File: src/rtl/seq_det_pkg.sv
// Shared constants, width helper, length clamp and fill-state decode for the
// parametrised sequence detector.
package seq_det_pkg;

  localparam int         DEF_MAX_LEN   = 8;
  localparam logic [7:0] DEF_PATTERN_C = 8'b0000_1011;
  localparam int         DEF_LEN_C     = 5;
  localparam logic       DEF_OVERLAP_C = 1'b1;
  localparam int         DEF_CNT_W     = 8;

  typedef enum logic [1:0] {
    EMPTY,
    PARTIAL,
    ARMED
  } fill_state_e;

  function automatic int len_w(input int max_len);
    return $clog2(max_len + 1);
  endfunction

  // A zero length would never match, so it is promoted to a single-bit pattern.
  function automatic int unsigned clamp_len(input int unsigned len,
                                            input int unsigned max_len);
    if (len == 0) return 1;
    if (len > max_len) return max_len;
    return len;
  endfunction

endpackage

File: src/rtl/seq_det_window.sv
// History shift register and saturating fill counter for the sequence detector.
// The newest stream bit enters at the LSB.
module seq_det_window
  import seq_det_pkg::*;
#(
  parameter int MAX_LEN = DEF_MAX_LEN,
  parameter int LEN_W   = len_w(DEF_MAX_LEN)
) (
  input  logic               clk,
  input  logic               reset,
  input  logic               en,
  input  logic               clr,
  input  logic               restart,
  input  logic               x,
  output logic [MAX_LEN-2:0] hist,
  output logic [LEN_W-1:0]   fill
);

  logic [MAX_LEN-2:0] hist_q, hist_d;
  logic [LEN_W-1:0]   fill_q, fill_d;
  logic [MAX_LEN-1:0] shifted;

  // A restart only zeroes the fill count; the shift still happens so the bit
  // that completed the match stays in the history.
  always_comb begin
    shifted = {hist_q, x};
    hist_d  = hist_q;
    fill_d  = fill_q;
    if (clr) begin
      hist_d = '0;
      fill_d = '0;
    end else if (en) begin
      hist_d = shifted[MAX_LEN-2:0];
      if (restart) begin
        fill_d = '0;
      end else if (fill_q != LEN_W'(MAX_LEN)) begin
        fill_d = fill_q + LEN_W'(1);
      end
    end
  end

  always_ff @(posedge clk) begin
    if (reset) begin
      hist_q <= '0;
      fill_q <= '0;
    end else begin
      hist_q <= hist_d;
      fill_q <= fill_d;
    end
  end

  assign hist = hist_q;
  assign fill = fill_q;

endmodule

File: src/rtl/seq_detector_param.sv
// Runtime-configurable serial pattern detector: Mealy match Z, registered Z_q
// and a saturating match counter.
module seq_detector_param
  import seq_det_pkg::*;
#(
  parameter int                 MAX_LEN     = DEF_MAX_LEN,
  parameter logic [MAX_LEN-1:0] DEF_PATTERN = MAX_LEN'(DEF_PATTERN_C),
  parameter int                 DEF_LEN     = DEF_LEN_C,
  parameter logic               DEF_OVERLAP = DEF_OVERLAP_C,
  parameter int                 CNT_W       = DEF_CNT_W,
  localparam int                LEN_W       = len_w(MAX_LEN)
) (
  input  logic               clk,
  input  logic               reset,
  input  logic               en,
  input  logic               X,
  input  logic               cfg_load,
  input  logic [MAX_LEN-1:0] cfg_pattern,
  input  logic [LEN_W-1:0]   cfg_len,
  input  logic               cfg_overlap,
  output logic               Z,
  output logic               Z_q,
  output logic [CNT_W-1:0]   match_cnt,
  output logic [LEN_W-1:0]   fill
);

  logic [MAX_LEN-1:0] pat_q, pat_d;
  logic [LEN_W-1:0]   len_q, len_d;
  logic               ovl_q, ovl_d;
  logic               zq_q, zq_d;
  logic [CNT_W-1:0]   cnt_q, cnt_d;

  logic [MAX_LEN-2:0] hist;
  logic [LEN_W-1:0]   fill_w;
  logic [MAX_LEN-1:0] window;
  logic [MAX_LEN-1:0] len_mask;
  logic               pat_match;
  logic               z;
  fill_state_e        fill_state;

  seq_det_window #(
    .MAX_LEN (MAX_LEN),
    .LEN_W   (LEN_W)
  ) u_window (
    .clk     (clk),
    .reset   (reset),
    .en      (en),
    .clr     (cfg_load),
    .restart (z & ~ovl_q),
    .x       (X),
    .hist    (hist),
    .fill    (fill_w)
  );

  // Only the low len_q bits of the window take part in the comparison.
  always_comb begin
    window   = {hist, X};
    len_mask = '0;
    for (int i = 0; i < MAX_LEN; i++) begin
      len_mask[i] = (i < 32'(len_q));
    end
    pat_match = ((window ^ pat_q) & len_mask) == '0;
  end

  always_comb begin
    fill_state = EMPTY;
    if (fill_w >= len_q - LEN_W'(1)) begin
      fill_state = ARMED;
    end else if (fill_w != '0) begin
      fill_state = PARTIAL;
    end
  end

  // Reset is gated like a load so nothing fires while state is being cleared.
  assign z = en & ~cfg_load & ~reset & (fill_state == ARMED) & pat_match;

  always_comb begin
    pat_d = pat_q;
    len_d = len_q;
    ovl_d = ovl_q;
    zq_d  = z;
    cnt_d = cnt_q;
    if (cfg_load) begin
      pat_d = cfg_pattern;
      len_d = LEN_W'(clamp_len(32'(cfg_len), 32'(MAX_LEN)));
      ovl_d = cfg_overlap;
      zq_d  = 1'b0;
      cnt_d = '0;
    end else if (z && (cnt_q != '1)) begin
      cnt_d = cnt_q + CNT_W'(1);
    end
  end

  always_ff @(posedge clk) begin
    if (reset) begin
      pat_q <= DEF_PATTERN;
      len_q <= LEN_W'(DEF_LEN);
      ovl_q <= DEF_OVERLAP;
      zq_q  <= 1'b0;
      cnt_q <= '0;
    end else begin
      pat_q <= pat_d;
      len_q <= len_d;
      ovl_q <= ovl_d;
      zq_q  <= zq_d;
      cnt_q <= cnt_d;
    end
  end

  assign Z         = z;
  assign Z_q       = zq_q;
  assign match_cnt = cnt_q;
  assign fill      = fill_w;

endmodule

File: config.mk
export PLATFORM = sky130hd
export DESIGN_NAME = seq_detector_param
export DESIGN_NICKNAME = d
export VERILOG_FILES = /design/src/rtl/seq_det_pkg.sv /design/src/rtl/seq_det_window.sv /design/src/rtl/seq_detector_param.sv
export SDC_FILE = /design/constraint.sdc
export NUM_CORES = 1
export LEC_CHECK = 0
export ABC_AREA = 1
export CORE_MARGIN = 2
export CORE_UTILIZATION = 30
export CTS_BUF_LIST = sky130_fd_sc_hd__clkbuf_8 sky130_fd_sc_hd__clkbuf_16
export CTS_CLUSTER_DIAMETER = 120
export DETAILED_ROUTE_END_ITERATION = 8
export GPL_ROUTABILITY_DRIVEN = 0
export GPL_TIMING_DRIVEN = 0
export HOLD_SLACK_MARGIN = 0.06
export PLACE_DENSITY = 0.57
export SLEW_MARGIN = 15
export SYNTH_ARGS = -nofsm -noshare
export SYNTH_HDL_FRONTEND = slang
export SYNTH_SLANG_ARGS = --single-unit
File: constraint.sdc
create_clock -name clk -period 2 [get_ports clk]
set_clock_uncertainty 0.1 [all_clocks]
set_input_delay 0.3 -clock clk [delete_from_list [all_inputs] [get_ports clk]]
set_output_delay 0.3 -clock clk [all_outputs]
set_load 0.01 [all_outputs]
## Word level (Yosys, flattened, before mapping)

Cells that the tools add are included.

- Register bits: 33
- Bits of input ports: 18

- Add/sub/neg operators: 3
- Magnitude comparators: 10
- Eq/ne operators: 3
- Muxes and demuxes: 13
- Bitwise gates (word level): 10
- Reduce and logical (&&, ||, !) cells: 7

Operators with widths:

| kind | number |
|---|---|
| two-way mux 4 bit | 5 |
| < comparator 3 x 4 -> 1 bit (first input constant) | 4 |
| adder 8 x 1 -> 8 bit (second input constant) | 1 |
| bitwise AND 8 bit | 1 |
| logical NOT 8 bit | 1 |
| < comparator 1 x 4 -> 1 bit (first input constant) | 2 |
| < comparator 2 x 4 -> 1 bit (first input constant) | 2 |
| inequality test 8 bit (second input constant) | 1 |
| XOR 8 bit | 1 |
| two-way mux 1 bit | 7 |
| bitwise AND 1 bit | 5 |
| adder 4 x 1 -> 4 bit (second input constant) | 1 |
| >= comparator 4 bit | 1 |
| greater-than comparator 4 bit (second input constant) | 1 |
| logical NOT 4 bit | 1 |
| inequality test 4 bit (second input constant) | 1 |
| nonzero test 4 bit | 1 |
| subtractor 4 x 1 -> 4 bit (second input constant) | 1 |
| inverter 1 bit | 3 |
| == test 2 bit (second input constant) | 1 |
| two-way mux 2 bit | 1 |
| AND reduction 2 bit | 1 |
| nonzero test 2 bit | 1 |
| OR reduction 2 bit | 1 |
| logical AND 1 bit | 1 |

## Longest topological paths before layout

Gate-level depths: netlist (run 1).

- Depth in word-level cells: 9
- Gate-level depth with buffers: 16
- Gate-level depth less buffers: 16

## Hierarchy

From an unflattened synthesis (run 1), not the netlist that was laid out.

- Cells, all modules: 274
- Area total of the unflattened synthesis: 1,918.1 um2

Modules (own cells, without submodules):

| module | times used | cells each | area an instance (um2) | sequential area each (um2) |
|---|---|---|---|---|
| seq_detector_param | 1 | 205 | 1,417.6 | 440.4 |
| seq_det_window | 1 | 69 | 500.5 | 220.2 |

## Least setup slack after synthesis (run 1)

No wires, ideal clock.

- Kind: register -> output
- Start point: register len_q[0]
- End point: output Z
- Arrival: 1.693 ns
- Data required time: 1.600 ns
- Setup slack: -0.093 ns
- Stages on the path, launching flop included: 13
- Buffers on the path: 1
- Cell sequence: dfxtp_1 > inv_1 > ha_1 > xnor2_1 > ha_1 > nand2_1 > inv_1 > nand2_1 > nand2_1 > nor2_1 > nor2_2 > and2_4 > buf_12

- Word-level cells in the longest chain between the ends: 6

Ends and longest elaborated chain:

| item | RTL line | RTL |
|---|---|---|
| from (decl) | seq_detector_param.sv:28 | `logic [LEN_W-1:0] len_q, len_d;` |
| from (signal assigned) | seq_detector_param.sv:97 | `len_q <= LEN_W'(DEF_LEN);` |
| from (signal assigned) | seq_detector_param.sv:103 | `len_q <= len_d;` |
| subtractor 4 x 1 -> 4 bit | seq_detector_param.sv:67 | `if (fill_w >= len_q - LEN_W'(1)) begin` |
| >= comparator 4 bit | seq_detector_param.sv:67 |  |
| two-way mux 2 bit | seq_detector_param.sv:67 |  |
| == test 2 bit | seq_detector_param.sv:75 | `assign z = en & ~cfg_load & ~reset & (fill_state == ARMED) & pat_match;` |
| bitwise AND 1 bit | seq_detector_param.sv:75 |  |
| bitwise AND 1 bit * | seq_detector_param.sv:75 |  |
| to (decl) | seq_detector_param.sv:21 | `output logic Z,` |

Every way passes the cells marked *; elsewhere a longest branch is shown, timed or not.

## Worst setup path after layout (run 1)

- Start point: register len_q[1]
- End point: output Z

The elaborated chain is that of the path after synthesis.

==> results.json, run 1 <==
{
  "synth_warnings": 0,
  "violations": "setup timing",
  "ys_seq_area_share_pct": 35.22,
  "slew-limit-headroom_pct": 63.24,
  "tritoncts": "built",
  "vias": 1710,
  "first_pass_iters": 4,
  "numCtsBuffers": 5,
  "antenna_found_initial": 0,
  "finalCritPeriodShare_pct": 115.1,
  "synth_edf_count": 0,
  "fin_crit_ns": 2.303,
  "wirelength_mm": 4.199,
  "combPwrFrac_pct": 16.7,
  "critPathArrivalTime_ns": 1.90,
  "cap_violations": 0,
  "die_h_um": 83.07,
  "synthFlopType": "dfxtp_1",
  "fin_nets": 326,
  "cp-end-kind": "primary output",
  "cts-hold-fix-buffers": 0,
  "cts.root.buffer_cell": "clkbuf_8",
  "wire_per_inst_um": 11.23,
  "yosysTopAreaCell": "dfxtp_1",
  "tightest_slew_ns": 0.5513,
  "crit_required_ns": 1.60,
  "worstHoldPathType": "reg2reg",
  "area_growth_pct": 35.56,
  "layout_setup_ws_ns": -0.3028,
  "rsz0062_at_grt": "true",
  "dp.final_hpwl_mm": 2.996,
  "p_per_area_nw_per_um2": 597.0,
  "synth.distinct_cells": 32,
  "cp-start-kind": "flop",
  "cellLeakagePower_nw": 1.067,
  "worstSetupPathType": "reg2out",
  "portBuffers": 31,
  "syn_area_per_cell_um2": 7.563,
  "setup_viol": 13,
  "synth-seq-cells": 33,
  "grt_pass1_vias": 1600,
  "antenna_left": 0,
  "grt_pass1_wl_mm": 7.141,
  "core_area_um2": 5991,
  "initial_core_util_pct": 31.31,
  "p_total_mw": 1.518,
  "path_max_fanout": 3,
  "drive_above_1_share_pct": 24.41,
  "clk_latency_ns": 0.28,
  "first_iter_violations": 52,
  "seqPwrFrac_pct": 46.3,
  "post-route-util_pct": 42.44,
  "swShare_pct": 26.45,
  "syn_inst": 248,
  "die_area_um2": 6901,
  "ctsHtreeMaxLevel": 2,
  "grt_start_max_net_pins": 11,
  "syn-cell-area_um2": 1876,
  "num_rows": 28,
  "hold_violations": 0,
  "avgViaCountPerCell": 4.572,
  "ir_drop_mv": 0.2365,
  "cts_sinks": 33,
  "status": "complete, but fails checks",
  "grt_util_all_layers_pct": 12.48,
  "slew_viol_final": 0,
  "cts_buffer_depth": 2,
  "antennaDiodeCount": 0,
  "drc": 0,
  "clockPowerShare_pct": 37.0,
  "die_w_um": 83.07,
  "synth_top_cell_area_share_pct": 35.22,
  "io_pins": 32,
  "max_freq_ghz": 0.4342,
  "syn_nets": 276,
  "clkTransAtPathRegs_ns": 0.07,
  "grt-ovfl-total": 0,
  "p_int_mw": 1.116,
  "synthArstFlopShare_pct": 0,
  "ys_top_cells_by_area": "dfxtp_1 (35%), nand2_1 (9.6%), ha_1 (6.7%), inv_1 (5.8%), nand3_1 (5.1%)",
  "switchingPower_mw": 0.4014
}
## stage by stage
stage,instances,setup slack (ns),area (um^2),setup TNS (ns),hold slack [ns]
detailed placement,354,-0.6894,2292,-2.549,0.3655
floorplan,248,0.01216,1888,0,0.2785
CTS,371,-0.3240,2491,-1.470,0.3834
finish,374,-0.3028,2542,-1.600,0.3797
global placement,354,-0.6788,2292,-2.429,0.3629
global route,374,-0.4050,2542,-3.287,0.4038
## cell type report
class | count | area, um^2
Fill cell | 623 | 3448
Multi-Input combinational cell | 174 | 1101
Sequential cell | 33 | 666.9
Timing Repair Buffer | 44 | 412.9
Inverter | 35 | 136.4
Clock buffer | 7 | 96.34
Tap cell | 75 | 93.84
Buffer | 5 | 30.03
Clock inverter | 1 | 5.005
## kinds of logic after synthesis
| group | Yosys count | share of synthesized area (%) |
|---|---|---|
| AO/OA/AOI/OAI | 45 | 14.34 |
| XOR/XNOR | 12 | 5.604 |
| adder cells (fa/ha/maj) | 10 | 6.671 |
| buffers and inverters | 41 | 9.672 |
| flip-flops | 33 | 35.22 |
| AND/OR/NAND/NOR | 107 | 28.49 |
## cell usage after synthesis (6+ instances only)
cell type / instances
nor2_1: 15
a21oi_1: 16
o21ai_0: 16
a21oi_2: 8
xor2_1: 6
dfxtp_1: 33
nand2_1: 48
ha_1: 10
inv_1: 29
nand3_1: 19
nand2_2: 9
xnor2_1: 6
## path summary, 6_finish.rpt
path	from	to	slack, ns	cells past startpoint
setup / recovery	len_q[1]	Z	-0.30	12
setup reg to reg	len_q[1]	u_window.fill[1]	-0.14	17
hold / removal	pat_q[5]	pat_q[5]	0.38	2
hold reg to reg	pat_q[5]	pat_q[5]	0.38	2
## layout by cell type (no fill, tap or decap), types with 2 or more instances in the layout
cell	Yosys	routed
nand2_2	9	13
buf_4	0	12
a21oi_1	16	16
dfxtp_1	33	30
xor2_1	6	6
o21ai_0	16	16
clkbuf_1	3	3
clkdlybuf4s50_1	0	30
inv_1	29	26
nand3_4	1	2
o211ai_1	2	2
buf_6	0	2
nand2_1	48	42
dfxtp_2	0	2
nand4_1	4	4
a21oi_2	8	8
inv_4	0	2
nor2_1	15	15
ha_1	10	9
nand3_1	19	16
nor2_2	2	2
clkinv_1	2	2
xnor2_1	6	5
nand3_2	3	5
inv_2	4	5
clkbuf_8	1	8
nand2_4	0	2
## worst max-delay path: stages, from the launching register on
cell and delay [ns]:
dfxtp_2 0.34, inv_2 0.06, ha_4 0.17, xnor2_2 0.13
ha_1 0.29, nand2_2 0.08, inv_2 0.03, nand2_1 0.04
nand2_1 0.04, nor2_1 0.11, nor2_2 0.06, and2_4 0.16
buf_6 0.11
## what timing repair did
item,in CTS,in global routing
resized for setup,17,9
endpoints found under the hold margin,0,0
setup endpoints to repair,12,13
buffers inserted,10,3
pin swaps,8,8
## layer usage
metal | up-vias | global-route usage, % | routed length [um]
met5 | - | 0 | 0
met4 | 0 | 3.130 | 31
li1 | 907 | - | -
met1 | 769 | 16.56 | 2103
met3 | 4 | 3.579 | 164
met2 | 30 | 19.94 | 1898
## registers in the layout, indices dropped and copies added (netlist names)
signal	cells
match_cnt	8
u_window.fill	4
len_q	4
ovl_q	1
Z_q	1
u_window.hist	7
pat_q	8
## power groups by stage
stage	clock (mW)	sequential, mW	combinational (mW)
2_1_floorplan	0	0.715	0.141
3_3_place_gp	0	0.718	0.215
3_5_place_dp	0	0.718	0.217
4_1_cts	0.575	0.703	0.242
5_1_grt	0.602	0.706	0.287
6_report	0.561	0.703	0.253
Note: power is estimated with default switching activity, not from simulation.
==> inputs of run 2 (changes only) <==
Settings changed: CELL_PAD_IN_SITES_DETAIL_PLACEMENT set to 0, CELL_PAD_IN_SITES_GLOBAL_PLACEMENT set to 1, CTS_BUF_LIST sky130_fd_sc_hd__clkbuf_8 sky130_fd_sc_hd__clkbuf_16 to not set, PLACE_DENSITY 0.57 to 0.72.
==> run 2 against run 1 <==
Effect of this change:
- the flow still finishes with violations (setup timing)
- clock-buffer cell count shrank 2
- largest power group unchanged
- critical path type unchanged
- cell count down 0.53%
- non-clock buffer count down 2
- utilization decreased by 0.52 points
- maximum frequency decreased by 0.68%
- critical endpoint unchanged
- die area did not move
- sequential cell count unchanged
- critical path depth unchanged
- register-to-register slack worse by 0.03 ns
- global-route usage increased by 0.57 points
==> results.json, run 2 (synthesis gave the netlist of run 1 again) <==
{
  "numCtsBuffers": 5,
  "ff2ff_path_depth": 18,
  "grt_pass1_vias": 1567,
  "slew-limit-headroom_pct": 67.07,
  "layout_commonest_cell": "nand2_1",
  "cap_violations": 0,
  "cp_slowest_cell": "dfxtp_2",
  "cts-hold-fix-buffers": 0,
  "finalCritPeriodShare_pct": 115.9,
  "die_area_um2": 6901,
  "crit_required_ns": 1.60,
  "crit_path_end": "Z",
  "critPathMaxStageDelay_ns": 0.34,
  "fin_crit_ns": 2.319,
  "drc": 0,
  "clkTransAtPathRegs_ns": 0.08,
  "worstSetupPathType": "reg2out",
  "slew_viol_final": 0,
  "grt_util_all_layers_pct": 13.05,
  "regToRegSetupSlack_ns": -0.17,
  "cp-start-kind": "flop",
  "ctsHtreeMaxLevel": 2,
  "cts_buffer_depth": 2,
  "placedCellCount": 354,
  "fin_nets": 324,
  "drive_above_1_share_pct": 23.23,
  "first_pass_iters": 4,
  "grt_pass1_wl_mm": 7.293,
  "ir_drop_mv": 0.2577,
  "rsz0062_at_grt": "true",
  "initial_core_util_pct": 31.31,
  "crit_start": "len_q[1]",
  "min-delay-start": "pat_q[6]",
  "cellLeakagePower_nw": 1.039,
  "worstHoldPathType": "reg2reg",
  "portBuffers": 31,
  "cts.root.buffer_cell": "clkbuf_8",
  "path_max_fanout": 3,
  "status": "complete, but fails checks",
  "regToRegEndpoint": "u_window.fill[1]",
  "critPathArrivalTime_ns": 1.92,
  "antenna_left": 0,
  "instances_no_fill": 372,
  "max_freq_ghz": 0.4313,
  "io_pins": 32,
  "timing.hold.ws_ns": 0.3769,
  "rr_startpoint": "len_q[1]",
  "crit_top_cell": "nand2_1",
  "violations": "setup timing",
  "first_iter_violations": 48,
  "grt-ovfl-total": 0,
  "core_area_um2": 5991,
  "cp_cell_sequence": "inv_2, ha_4, xnor2_2, ha_1, nand2_1, inv_1, nand2_1, nand2_1, nor2_1, nor2_2, and2_4, buf_6",
  "die_w_um": 83.07,
  "p_total_mw": 1.469,
  "hold_violations": 0,
  "clk_latency_ns": 0.30,
  "grt_start_max_net_pins": 13,
  "die_h_um": 83.07,
  "antenna_found_initial": 0,
  "mostFrequentLayoutCells": "nand2_1 (44), dfxtp_1 (30), clkdlybuf4s50_1 (30)",
  "dp.final_hpwl_mm": 3.049,
  "cts_sinks": 33,
  "setup_viol": 13,
  "p_per_area_nw_per_um2": 585.1,
  "wirelength_mm": 4.230,
  "tightest_slew_ns": 0.4940,
  "layout_setup_ws_ns": -0.3186,
  "wire_per_inst_um": 11.37,
  "antennaDiodeCount": 0,
  "fin_tns_setup_ns": -1.759,
  "vias": 1671,
  "num_rows": 28,
  "cp-end-kind": "primary output",
  "tritoncts": "built",
  "avgViaCountPerCell": 4.492,
  "area_growth_pct": 33.89
}
-- run 2: worst min path at each step --
stage	endpoint	slack (ns)	cells after the start
after floorplan	len_q[3]	0.28	1
after global placement	pat_q[0]	0.36	2
after detailed placement	pat_q[0]	0.37	2
after CTS	pat_q[6]	0.38	2
after global routing	pat_q[6]	0.40	2
final	pat_q[6]	0.38	2
-- run 2: repair_timing --
item,CTS,global route
setup endpoints to repair,13,13
setup buffers,10,1
pin swaps,10,6
gates resized for setup,19,5
-- run 2: cell type report --
| class | instances | area (um^2) |
|---|---|---|
| plain buffers | 5 | 30.03 |
| clock buffers | 5 | 68.82 |
| clock inverters | 3 | 22.52 |
| fillers | 638 | 3480 |
| inverters | 35 | 136.4 |
| multi-input cells | 174 | 1095 |
| flip-flops and latches | 33 | 666.9 |
| well taps | 75 | 93.84 |
| repair buffers | 42 | 397.9 |
-- run 2: where the power goes --
| part | leakage, nW | switching, mW | total (mW) | internal [mW] |
|---|---|---|---|---|
| Sequential | 0.271 | 0.0195 | 0.702 | 0.683 |
| Clock | 0.0364 | 0.276 | 0.520 | 0.244 |
| Combinational | 0.732 | 0.128 | 0.247 | 0.118 |
-- run 2: worst max-delay path, delay by kind of cell, from the launching register on --
family        cells  cell delay, ns
fa+ha+maj         2            0.43
flops             1            0.34
simple gates      6            0.50
buf+inv           3            0.21
xor+xnor          1            0.12
-- run 2: metal layers --
metal	GRT usage, %	vias up	part of all wire (%)
met4	5.365	0	1.8
met3	3.479	8	4.5
met1	16.89	739	50
met2	20.53	29	43
met5	0	-	0
li1	-	895	-
-- run 2: per-stage QoR --
step / instance area, um^2 / util (%) / worst slack, ns
floorplan: 1888 / - / 0.01216
global placement: 2292 / 38.26 / -0.6748
detailed placement: 2292 / 38.26 / -0.7022
CTS: 2491 / 41.58 / -0.3550
global route: 2511 / 41.92 / -0.4177
finish: 2511 / 41.92 / -0.3186
